<file path="config.mk">
export PLATFORM = sky130hd
export DESIGN_NAME = release_beat_collector
export DESIGN_NICKNAME = d
export VERILOG_FILES = /design/src/rtl/release_pkg.sv /design/src/rtl/release_beat_collector.sv
export SDC_FILE = /design/constraint.sdc
export NUM_CORES = 1
export LEC_CHECK = 0
export ABC_CLOCK_PERIOD_IN_PS = 1450
export CAP_MARGIN = 20
export CORE_AREA = 2 2 284 286
export DETAILED_ROUTE_END_ITERATION = 16
export DIE_AREA = 0 0 286 288
export GPL_ROUTABILITY_DRIVEN = 0
export GPL_TIMING_DRIVEN = 0
export PLACE_DENSITY = 0.59
export SYNTH_ARGS = -nofsm -noshare
export SYNTH_HDL_FRONTEND = slang
export SYNTH_SLANG_ARGS = --single-unit
</file>
<file path="constraint.sdc">
create_clock -name clk -period 1.45 [get_ports clk]
set_input_delay 0.435 -clock clk [delete_from_list [all_inputs] [get_ports clk]]
set_output_delay 0.435 -clock clk [all_outputs]
set_load 0.03 [all_outputs]
</file>
<file path="src/rtl/release_pkg.sv">
`default_nettype none
// ============================================================================
//  Module      : release_pkg
//  Description : Shared definitions for the release beat collector: release
//                type encodings, default geometry, header field widths, the
//                header struct, the has_data decode and the FSM state type.
//  Revision    : 1.0  initial release
// ============================================================================
package release_pkg;

    // Default geometry
    localparam int DATA_W_DEFAULT = 128;
    localparam int BEATS_DEFAULT  = 4;

    // Header field widths
    localparam int ADDR_BLOCK_W = 26;
    localparam int XACT_ID_W    = 6;
    localparam int R_TYPE_W     = 3;

    // Release type encodings; the first three carry a data payload
    localparam logic [R_TYPE_W-1:0] RT_INVALIDATE_DATA = 3'd0;
    localparam logic [R_TYPE_W-1:0] RT_DOWNGRADE_DATA  = 3'd1;
    localparam logic [R_TYPE_W-1:0] RT_COPY_DATA       = 3'd2;
    localparam logic [R_TYPE_W-1:0] RT_INVALIDATE_ACK  = 3'd3;
    localparam logic [R_TYPE_W-1:0] RT_DOWNGRADE_ACK   = 3'd4;
    localparam logic [R_TYPE_W-1:0] RT_COPY_ACK        = 3'd5;

    typedef struct packed {
        logic [ADDR_BLOCK_W-1:0] addr_block;
        logic [XACT_ID_W-1:0]    client_xact_id;
        logic                    voluntary;
        logic [R_TYPE_W-1:0]     r_type;
    } release_hdr_t;

    typedef enum logic [1:0] {
        ST_IDLE    = 2'd0,
        ST_COLLECT = 2'd1,
        ST_FULL    = 2'd2
    } collect_state_e;

    function automatic logic has_data(input logic [R_TYPE_W-1:0] r_type);
        return (r_type == RT_INVALIDATE_DATA) ||
               (r_type == RT_DOWNGRADE_DATA)  ||
               (r_type == RT_COPY_DATA);
    endfunction

endpackage
`default_nettype wire

</file>
<file path="src/rtl/release_beat_collector.sv">
`default_nettype none
// ============================================================================
//  Module      : release_beat_collector
//  Description : Collects the beats of a release into one wide output
//                transaction. Data releases take BEATS beats; no-data
//                releases complete on their single beat. A completed release
//                is held on the output until accepted; a new first beat may be
//                accepted in the same cycle the output fires.
//  Ports       : clk, reset_n (async, active low)
//                io_in_*   beat handshake, header, beat index and payload
//                io_out_*  assembled release: header, has_data, BEATS*DATA_W data
//                io_err    sticky beat-order error
//  Options     : RELEASE_COLLECT_ORDER_CHECK_EN - when defined, an accepted
//                data beat whose addr_beat differs from its slot sets io_err
//                until reset. Otherwise io_err is 0 and addr_beat is ignored.
//  Revision    : 1.0  initial release
// ============================================================================
module release_beat_collector
    import release_pkg::*;
#(
    parameter int DATA_W = DATA_W_DEFAULT,
    parameter int BEATS  = BEATS_DEFAULT
) (
    input  logic                           clk,
    input  logic                           reset_n,
    input  logic                           io_in_valid,
    output logic                           io_in_ready,
    input  logic [$clog2(BEATS)-1:0]       io_in_bits_addr_beat,
    input  logic [ADDR_BLOCK_W-1:0]        io_in_bits_addr_block,
    input  logic [XACT_ID_W-1:0]           io_in_bits_client_xact_id,
    input  logic                           io_in_bits_voluntary,
    input  logic [R_TYPE_W-1:0]            io_in_bits_r_type,
    input  logic [DATA_W-1:0]              io_in_bits_data,
    output logic                           io_out_valid,
    input  logic                           io_out_ready,
    output logic [ADDR_BLOCK_W-1:0]        io_out_bits_addr_block,
    output logic [XACT_ID_W-1:0]           io_out_bits_client_xact_id,
    output logic                           io_out_bits_voluntary,
    output logic [R_TYPE_W-1:0]            io_out_bits_r_type,
    output logic                           io_out_bits_has_data,
    output logic [DATA_W*BEATS-1:0]        io_out_bits_data,
    output logic                           io_err
);

    localparam int BEAT_W = $clog2(BEATS);
    localparam logic [BEAT_W-1:0] LAST_BEAT = BEAT_W'(BEATS - 1);

    collect_state_e    state_q, state_d;
    logic [BEAT_W-1:0] cnt_q, cnt_d;
    release_hdr_t      hdr_q, hdr_d;
    logic              has_data_q, has_data_d;
    logic [DATA_W-1:0] data_q [BEATS];
    logic [DATA_W-1:0] data_d [BEATS];

    logic in_fire;
    logic out_fire;
    logic in_has_data;
    logic take_first;   // accepted beat starts a new release
    logic take_next;    // accepted beat continues the release in progress

    assign io_in_ready  = (state_q != ST_FULL) || io_out_ready;
    assign io_out_valid = (state_q == ST_FULL);
    assign in_fire      = io_in_valid && io_in_ready;
    assign out_fire     = io_out_valid && io_out_ready;
    assign in_has_data  = has_data(io_in_bits_r_type);

    always_comb begin
        state_d    = state_q;
        cnt_d      = cnt_q;
        hdr_d      = hdr_q;
        has_data_d = has_data_q;
        take_first = 1'b0;
        take_next  = 1'b0;
        for (int k = 0; k < BEATS; k++) begin
            data_d[k] = data_q[k];
        end

        case (state_q)
            ST_IDLE: begin
                take_first = in_fire;
            end
            ST_COLLECT: begin
                take_next = in_fire;
            end
            ST_FULL: begin
                // Output fire frees the register set; a concurrent beat is
                // the first beat of the next release, so no bubble.
                if (out_fire) begin
                    if (in_fire) begin
                        take_first = 1'b1;
                    end else begin
                        state_d = ST_IDLE;
                    end
                end
            end
            default: begin
                state_d = ST_IDLE;
            end
        endcase

        if (take_first) begin
            hdr_d.addr_block     = io_in_bits_addr_block;
            hdr_d.client_xact_id = io_in_bits_client_xact_id;
            hdr_d.voluntary      = io_in_bits_voluntary;
            hdr_d.r_type         = io_in_bits_r_type;
            has_data_d           = in_has_data;
            cnt_d                = BEAT_W'(1);
            // Clear every slot so a no-data release presents all-zero data
            // and nothing from the previous release can leak through.
            for (int k = 0; k < BEATS; k++) begin
                data_d[k] = '0;
            end
            if (in_has_data) begin
                data_d[0] = io_in_bits_data;
                state_d   = ST_COLLECT;
            end else begin
                state_d   = ST_FULL;
            end
        end

        if (take_next) begin
            data_d[cnt_q] = io_in_bits_data;
            cnt_d         = cnt_q + BEAT_W'(1);   // wraps to 0 after last beat
            if (cnt_q == LAST_BEAT) begin
                state_d = ST_FULL;
            end
        end
    end

    always_ff @(posedge clk or negedge reset_n) begin
        if (!reset_n) begin
            state_q    <= ST_IDLE;
            cnt_q      <= '0;
            hdr_q      <= '0;
            has_data_q <= 1'b0;
            for (int k = 0; k < BEATS; k++) begin
                data_q[k] <= '0;
            end
        end else begin
            state_q    <= state_d;
            cnt_q      <= cnt_d;
            hdr_q      <= hdr_d;
            has_data_q <= has_data_d;
            for (int k = 0; k < BEATS; k++) begin
                data_q[k] <= data_d[k];
            end
        end
    end

    assign io_out_bits_addr_block     = hdr_q.addr_block;
    assign io_out_bits_client_xact_id = hdr_q.client_xact_id;
    assign io_out_bits_voluntary      = hdr_q.voluntary;
    assign io_out_bits_r_type         = hdr_q.r_type;
    assign io_out_bits_has_data       = has_data_q;

    genvar gk;
    generate
        for (gk = 0; gk < BEATS; gk++) begin : g_out_data
            assign io_out_bits_data[gk*DATA_W +: DATA_W] = data_q[gk];
        end
    endgenerate

`ifdef RELEASE_COLLECT_ORDER_CHECK_EN
    logic err_q, err_d;

    // A first data beat belongs in slot 0 regardless of where the counter
    // was left by a preceding no-data release.
    always_comb begin
        err_d = err_q;
        if (take_first && in_has_data && (io_in_bits_addr_beat != '0)) begin
            err_d = 1'b1;
        end
        if (take_next && (io_in_bits_addr_beat != cnt_q)) begin
            err_d = 1'b1;
        end
    end

    always_ff @(posedge clk or negedge reset_n) begin
        if (!reset_n) begin
            err_q <= 1'b0;
        end else begin
            err_q <= err_d;
        end
    end

    assign io_err = err_q;
`else
    logic unused_addr_beat;
    assign unused_addr_beat = ^io_in_bits_addr_beat;
    assign io_err           = 1'b0;
`endif

endmodule
`default_nettype wire

</file>
Word-level counts from Yosys, hierarchy flattened. Index checks and enable logic that the tools add are counted.

Add/sub/neg operators: 1. Order comparisons: 2. Equality and inequality tests: 6. Multiplexer cells: 19. Bitwise logic cells: 1. Reduce and logical (&&, ||, !) cells: 10.

Operators by type and width (count): $mux W512 (2); $bwmux W512 (1); $demux W128 S2 (1); $mux W128 (2); $mux W2 (8); $eq A2 B2 Y1 const B (2); $pmux W2 S2 (1); $eq A3 B1 Y1 const B (1); $eq A3 B2 Y1 const B (1); $ge A3 B3 Y1 const B (1); $logic_and A1 B1 Y1 (3); $logic_not A3 Y1 (1); $logic_or A1 B1 Y1 (3); $lt A3 B1 Y1 const B (1); $mux W1 (3); $not A2 Y3 (1); $add A2 B1 Y2 const B (1); $eq A2 B1 Y1 const B (1); $logic_not A2 Y1 (1); $ne A2 B2 Y1 const B (1); $pmux W1 S2 (1); $reduce_bool A2 Y1 (1); $reduce_or A2 Y1 (1).

Register bits: 553. Input bits: 170. Output and inout port bits: 552. Word-level logic and storage cells: 50.

Depth between registers and ports, before layout. Gate-level depths: netlist of the first run.

Word-level depth: 9. Mapped depth: 7. Gate-level depth less buffers: 5.

Worst setup path before layout of the first run. No wires, ideal clock.

Kind: reg-to-output. From: reg state_q[0]. To: out io_in_ready. Arrival: 1.259 ns. Required time: 1.015 ns. Path slack: -0.244 ns. Cell stages (with the launch flop): 3. Buffers on the path: 0. Cells stage by stage: dfrtp_1 nor2b_1 nand2b_1.

Longest elaborated chain between the ends: 2.

Ends and longest elaborated chain: from (decl) (line release_beat_collector.sv:48) `collect_state_e state_q, state_d;`; from (signal assigned) (line release_beat_collector.sv:140) `state_q <= state_d;`; $ne A2 B2 Y1 (line release_beat_collector.sv:61) `assign io_in_ready = (state_q != ST_FULL) || io_out_ready;`; $logic_or A1 B1 Y1 (line release_beat_collector.sv:61); to (decl) (line release_beat_collector.sv:27) `output logic io_in_ready,`.

Every way passes these cells.

Worst setup path in the final report of the first run.
From: reg state_q[1]. To: out io_in_ready.

Same word-level chain as after synthesis.

==> flow_metrics.tcl, run 1 <==
set metrics [dict create \
    path_buf_inv 1 \
    finalPower_w 0.0766 \
    numCtsBuffers 61 \
    area_delta_synth_final_pct 75.4 \
    finalHoldViolCount 49 \
    reg2reg_depth 8 \
    r2r-start "cnt_q[1]$_DFFE_PN0P_" \
    ant_nets 0 \
    outcome "complete, but fails checks" \
    drc 0 \
    core_um2 79600 \
    ir_drop_mv 1.08 \
    ctsLongestPathBuffers 3 \
    endpoint_kind "primary output" \
    post_route_cells_drive_above_1_share_pct 43.2 \
    ys_types 29 \
    slew_headroom_pct 47.3 \
    synthesis.area_um2 21800 \
    wl_um 102000 \
    first_global_vias 20700 \
    hold_slack_ns -0.285 \
    insertion_delay_ns 0.63 \
    p_switching_w 0.0298 \
    wl_per_cell_um 26.7 \
    fin_crit_sh_pct 130 \
    rsz0062_at_grt "true" \
    place_ws_ns -1.27 \
    cp.required_ns 1.02 \
    yosysSeqAreaShare_pct 63.6 \
    final_nets 2888 \
    fin_util_pct 48.0 \
    power.internal_w 0.0468 \
    fp.dieH_um 288 \
    finalMaxSlewViolations 0 \
    stdcell_count 3827 \
    tightest_slew_ns 0.790 \
    clk_pin_slew_ns 0.06 \
    portBuffers 717 \
    die_area_um2 82400 \
    cts_tree "done" \
    grt_max_degree 113 \
    crit_type "reg -> out" \
    final.min_clock_period_ns 1.89 \
    reg2reg_slack_ns -0.42 \
    hold_class "in -> async" \
    vias 19900 \
    clockPowerShare_pct 20.2 \
    rows 104 \
    critPathMaxStageDelay_ns 0.44 \
    numPlacedInstances 3351 \
    power_frac_seq_pct 29.7 \
    dr.pass1.iters 7 \
    p_leak_nw 18.9 \
    htreeDepth 2 \
    r2r_end "io_out_bits_data[446]$_DFF_PN0_" \
    syn_nets 1742 \
    avgSynthCellArea_um2 13.9 \
    cap_violations 0 \
    max_clock_freq_ghz 0.530 \
    synth-warning-count 0 \
    power_density_nw_per_um2 2010 \
    dp_hpwl_um 67200 \
    initial_utilization_pct 27.3 \
    final_cell_mix "585 x buf_6, 550 x dfrtp_1, 385 x a22o_1" \
    grt_use_total_pct 23.3 \
    power_frac_comb_pct 50.1 \
    vias_per_cell 5.20 \
    die_x_um 286 \
    setup_viol 1103 \
    crit_path_cell_trace "nor2b_4 > nand2b_1 > buf_6" \
    skew_ns 0.0228 \
    fin_ws_ns -0.436 \
    violations "negative hold slack, negative setup slack" \
    critical_path.max_fanout 5 \
    syn_inst 1568 \
    worstSetupStartpointType "register" \
    critPathTopFamily "flip-flops" \
    grt_pass1_wl_um 144000 \
    antenna_found_initial 5 \
    slowest_stage "dfrtp_2" \
    cts_root_buffer "clkbuf_16" \
    cts.sinks 553 \
    swShare_pct 38.9 \
    drt-initial-drc-count 1492 \
    synth_seq_cells 553 \
    grt-ovfl-total 0 \
    final_common_cell "buf_6" \
    crit_arrival_ns 1.45 \
    io_pins 722 \
]
## through the flow
stage,cell area [um^2],TNS [ns],hold slack (ns)
final,38200,-249.53,-0.285
after global routing,38200,-311.29,-0.277
after CTS,37300,-274.28,-0.295
after floorplan,22100,-27.65,0.139
after detailed placement,30800,-623.13,0.389
after global placement,30600,-,0.470
## cells in the mapped netlist (all sizes together)
cell,n,area share (%)
ha,4,0.23
and2,1,0.029
nor3b,128,4.4
and3,128,3.7
clkbuf,85,1.5
and2b,1,0.034
a21oi,5,0.11
a22oi,1,0.098
a22o,385,15
a221o,128,5.9
conb,1,0.017
buf,90,2.5
o211ai,1,0.034
nor2,1,0.017
dfrtp,553,64
mux2i,1,0.046
and3b,1,0.040
nor2b,3,0.086
nand2b,3,0.086
inv,3,0.052
nand3,1,0.023
mux2,36,1.9
nand2,3,0.052
o21ai,2,0.046
and4b,3,0.14
## power by group through the flow
| stage | Sequential, W | Clock (W) | Combinational [W] |
|---|---|---|---|
| after detailed placement | 0.0222 | 0 | 0.0295 |
| after CTS | 0.0226 | 0.0157 | 0.0366 |
| final | 0.0227 | 0.0155 | 0.0384 |
| after global placement | 0.0222 | 0 | 0.0291 |
| after global routing | 0.0231 | 0.0164 | 0.0399 |
| after floorplan | 0.0296 | 0 | 0.00781 |
## worst max-delay path by stage
stage / cells past startpoint / slack, ns / endpoint / from
detailed placement: 6 / -1.27 / io_out_bits_data[357]$_DFF_PN0_ / io_in_valid
CTS: 3 / -0.44 / io_in_ready / state_q[1]$_DFF_PN0_
global route: 8 / -0.50 / io_out_bits_data[446]$_DFF_PN0_ / cnt_q[1]$_DFFE_PN0P_
floorplan: 6 / -0.1 / io_out_bits_data[100]$_DFF_PN0_ / state_q[1]$_DFF_PN0_
global placement: 1 / -24.35 / io_out_bits_data[206]$_DFF_PN0_ / reset_n
finish: 3 / -0.44 / io_in_ready / state_q[1]$_DFF_PN0_
## layer usage
layer  global-route usage (%)  routed length (um)  up-vias
li1                         -                   -     8437
met1                     30.7               42500    10400
met2                     37.9               49300      875
met3                     4.74                6660      179
met4                     8.66                3680        0
met5                        0                   0        -
## registers in the layout, indices dropped and copies added, names as in the netlist
name / flops
io_out_bits_has_data: 1
state_q: 2
io_out_bits_voluntary: 1
io_out_bits_data: 512
cnt_q: 2
io_out_bits_addr_block: 26
io_out_bits_client_xact_id: 6
io_out_bits_r_type: 3
## layout make-up
cell class | count | area, um^2
fillers | 6924 | 41400
flip-flops and latches | 553 | 13800
repair buffers | 1088 | 12000
multi-input cells | 837 | 7120
plain buffers | 170 | 1960
clock buffers | 87 | 1760
well taps | 1060 | 1330
clock inverters | 21 | 186
diodes | 8 | 20.0
inverters | 3 | 11.3
## cell families after synthesis
family	share of synthesized area, %
other	0.0172
AO/OA/AOI/OAI	21.7
AND/OR/NAND/NOR	8.60
adder cells (fa/ha/maj)	0.230
flip-flops	63.6
multiplexers	1.91
buffers and inverters	4.03
## worst register-to-register path, cell delays in order (launching register included)
cell and delay, ns:
dfrtp_1 0.42, ha_2 0.21, and4b_2 0.31, a21oi_4 0.07
buf_6 0.15, clkbuf_16 0.18, buf_6 0.13, buf_8 0.12
a22o_1 0.19
## repair_timing
item	CTS	global route
gates resized for setup	4088	120
buffers inserted	291	26
endpoints found under the setup margin	1103	1162
gates cloned	34	22
hold endpoints to repair	49	49
pin swaps	61	37
Power figures use the tool's default switching activity.
==> inputs of run 2 (changes only) <==
--- a/config.mk
+++ b/config.mk
@@ -12,7 +12,6 @@
 export DIE_AREA = 0 0 286 288
 export GPL_ROUTABILITY_DRIVEN = 0
 export GPL_TIMING_DRIVEN = 0
-export PLACE_DENSITY = 0.59
 export SYNTH_ARGS = -nofsm -noshare
 export SYNTH_HDL_FRONTEND = slang
 export SYNTH_SLANG_ARGS = --single-unit
==> flow_metrics.tcl, run 2 (same netlist as run 1, synthesis figures left out) <==
set metrics [dict create \
    finalMaxSlewViolations 0 \
    critical_path.max_fanout 6 \
    crit_arrival_ns 2.37 \
    crit_type "reg -> reg" \
    fp.dieH_um 288 \
    antenna_found_initial 1 \
    outcome "complete, but fails checks" \
    slew_headroom_pct 48.9 \
    dr.pass1.iters 5 \
    fillCellCount 7156 \
    insertion_delay_ns 0.60 \
    wl_um 97400 \
    critPathMaxStageDelay_ns 0.42 \
    cts_tree "done" \
    post_route_cells_drive_above_1_share_pct 41.5 \
    setup_viol 1103 \
    cts.sinks 553 \
    fin_ws_ns -0.435 \
    critPathTopFamily "buffers and inverters" \
    seqCellArea_um2 13800 \
    slowest_stage "dfrtp_1" \
    path_buf_inv 5 \
    hold_class "in -> async" \
    rows 104 \
    final_cell_mix "594 x buf_6, 549 x dfrtp_1, 385 x a22o_1" \
    grt_pass1_wl_um 139000 \
    p_leak_nw 18.4 \
    rsz0062_at_grt "true" \
    skew_ns 0.0165 \
    ant_nets 0 \
    core_um2 79600 \
    clk_pin_slew_ns 0.06 \
    finalHoldViolCount 53 \
    ir_drop_mv 1.19 \
    io_pins 722 \
    grt_use_total_pct 22.6 \
    first_global_vias 20300 \
    endpoint_kind "register" \
    fin_crit_sh_pct 130 \
    final_common_cell "buf_6" \
    final.min_clock_period_ns 1.88 \
    final_nets 2825 \
    vias 19400 \
    grt_max_degree 116 \
    cp.required_ns 1.94 \
    initial_utilization_pct 27.3 \
    htreeDepth 3 \
    cap_violations 0 \
    die_area_um2 82400 \
    power_density_nw_per_um2 2050 \
    die_x_um 286 \
    violations "negative hold slack, negative setup slack" \
    finalPower_w 0.0760 \
    cts_root_buffer "clkbuf_16" \
    ctsLongestPathBuffers 3 \
    numCtsBuffers 67 \
    max_clock_freq_ghz 0.531 \
    portBuffers 717 \
    multi_input_area_um2 7110 \
    tightest_slew_ns 0.767 \
    largest_reg_flops 512 \
    dp_hpwl_um 66500 \
    hold_slack_ns -0.235 \
    area_delta_synth_final_pct 70.0 \
    grt-ovfl-total 0 \
    vias_per_cell 5.17 \
    wl_per_cell_um 25.9 \
    crit_path_cell_trace "buf_4 > and4b_1 > clkbuf_8 > a21oi_4 > buf_6 > buf_12 > bufbuf_16 > a22o_1" \
    worstSetupStartpointType "register" \
    drt-initial-drc-count 1327 \
    drc 0 \
]
==> run 2: changes by cell type in the layout (fill, tap and decap cells not counted), sizes merged <==
| cell | before | now |
|---|---|---|
| clkinvlp | 8 | 3 |
| bufinv | 2 | 8 |
| bufbuf | 0 | 3 |
| clkdlybuf4s15 | 0 | 5 |
| clkbuf | 194 | 185 |
| clkinv | 9 | 10 |
| diode | 8 | 2 |
| buf | 986 | 915 |
| dlygate4sd2 | 0 | 10 |
==> run 2: stage by stage <==
step | util, % | area, um^2 | cells | setup WS (ns) | setup TNS (ns)
after CTS | 46.1 | 36700 | 3748 | -0.432 | -266.60
after global placement | 38.4 | 30600 | 3345 | -24.17 | -
after detailed placement | 38.6 | 30800 | 3351 | -1.24 | -606.01
final | 46.5 | 37000 | 3761 | -0.435 | -226.84
after floorplan | - | 22100 | 1568 | -0.0991 | -27.65
after global routing | 46.5 | 37000 | 3759 | -0.486 | -298.99
==> run 2: what timing repair did <==
item                                    4_1_cts  5_1_grt
pin swaps                                     8        3
gates cloned                                 11       10
endpoints found under the hold margin        53       53
endpoints found under the setup margin     1102     1103
gates resized for setup                    3961       38
setup buffers                               270        4
==> run 2: worst register-to-register path, stage by stage (launching register included) <==
cell and delay (ns):
dfrtp_1 0.42, buf_4 0.16, and4b_1 0.26, clkbuf_8 0.16, a21oi_4 0.04, buf_6 0.14
buf_12 0.15, bufbuf_16 0.29, a22o_1 0.18
==> run 2: where the power goes <==
group | total, W | internal (W) | switching [W]
clock network | 0.0178 | 0.0108 | 0.00698
logic | 0.0354 | 0.0164 | 0.0189
registers | 0.0227 | 0.0195 | 0.00328
==> run 2: path summary, 6_finish.rpt <==
kind | start | to | slack, ns | depth (start not counted)
max | state_q[1]$_DFF_PN0_ | io_out_bits_data[430]$_DFF_PN0_ | -0.43 | 8
min | reset_n | io_out_bits_data[364]$_DFF_PN0_ | -0.24 | 1
max reg2reg | state_q[1]$_DFF_PN0_ | io_out_bits_data[430]$_DFF_PN0_ | -0.43 | 8
min reg2reg | io_out_bits_data[288]$_DFF_PN0_ | io_out_bits_data[288]$_DFF_PN0_ | 0.50 | 1
max in group asynchronous | reset_n | io_out_bits_data[207]$_DFF_PN0_ | 0.21 | 3
min in group clk | io_in_bits_addr_block[18] | io_out_bits_addr_block[18]$_DFFE_PN0P_ | 0.43 | 2
==> run 2: cell type report <==
cell class / count / area share (%)
Timing Repair Buffer: 1016 / 28.8
Clock inverter: 23 / 0.984
Multi-Input combinational cell: 837 / 19.2
Clock buffer: 94 / 5.27
Buffer: 173 / 4.73
Inverter: 3 / 0.0304
Tap cell: 1060 / 3.58
Antenna cell: 2 / 0.0135
Sequential cell: 553 / 37.4
==> run 2: layer usage <==
layer,track usage (%),vias up,wire [um]
met4,8.44,0,3630
met3,4.66,170,6560
met2,37.2,835,46900
met5,0,-,0
li1,-,8300,-
met1,29.2,10100,40300
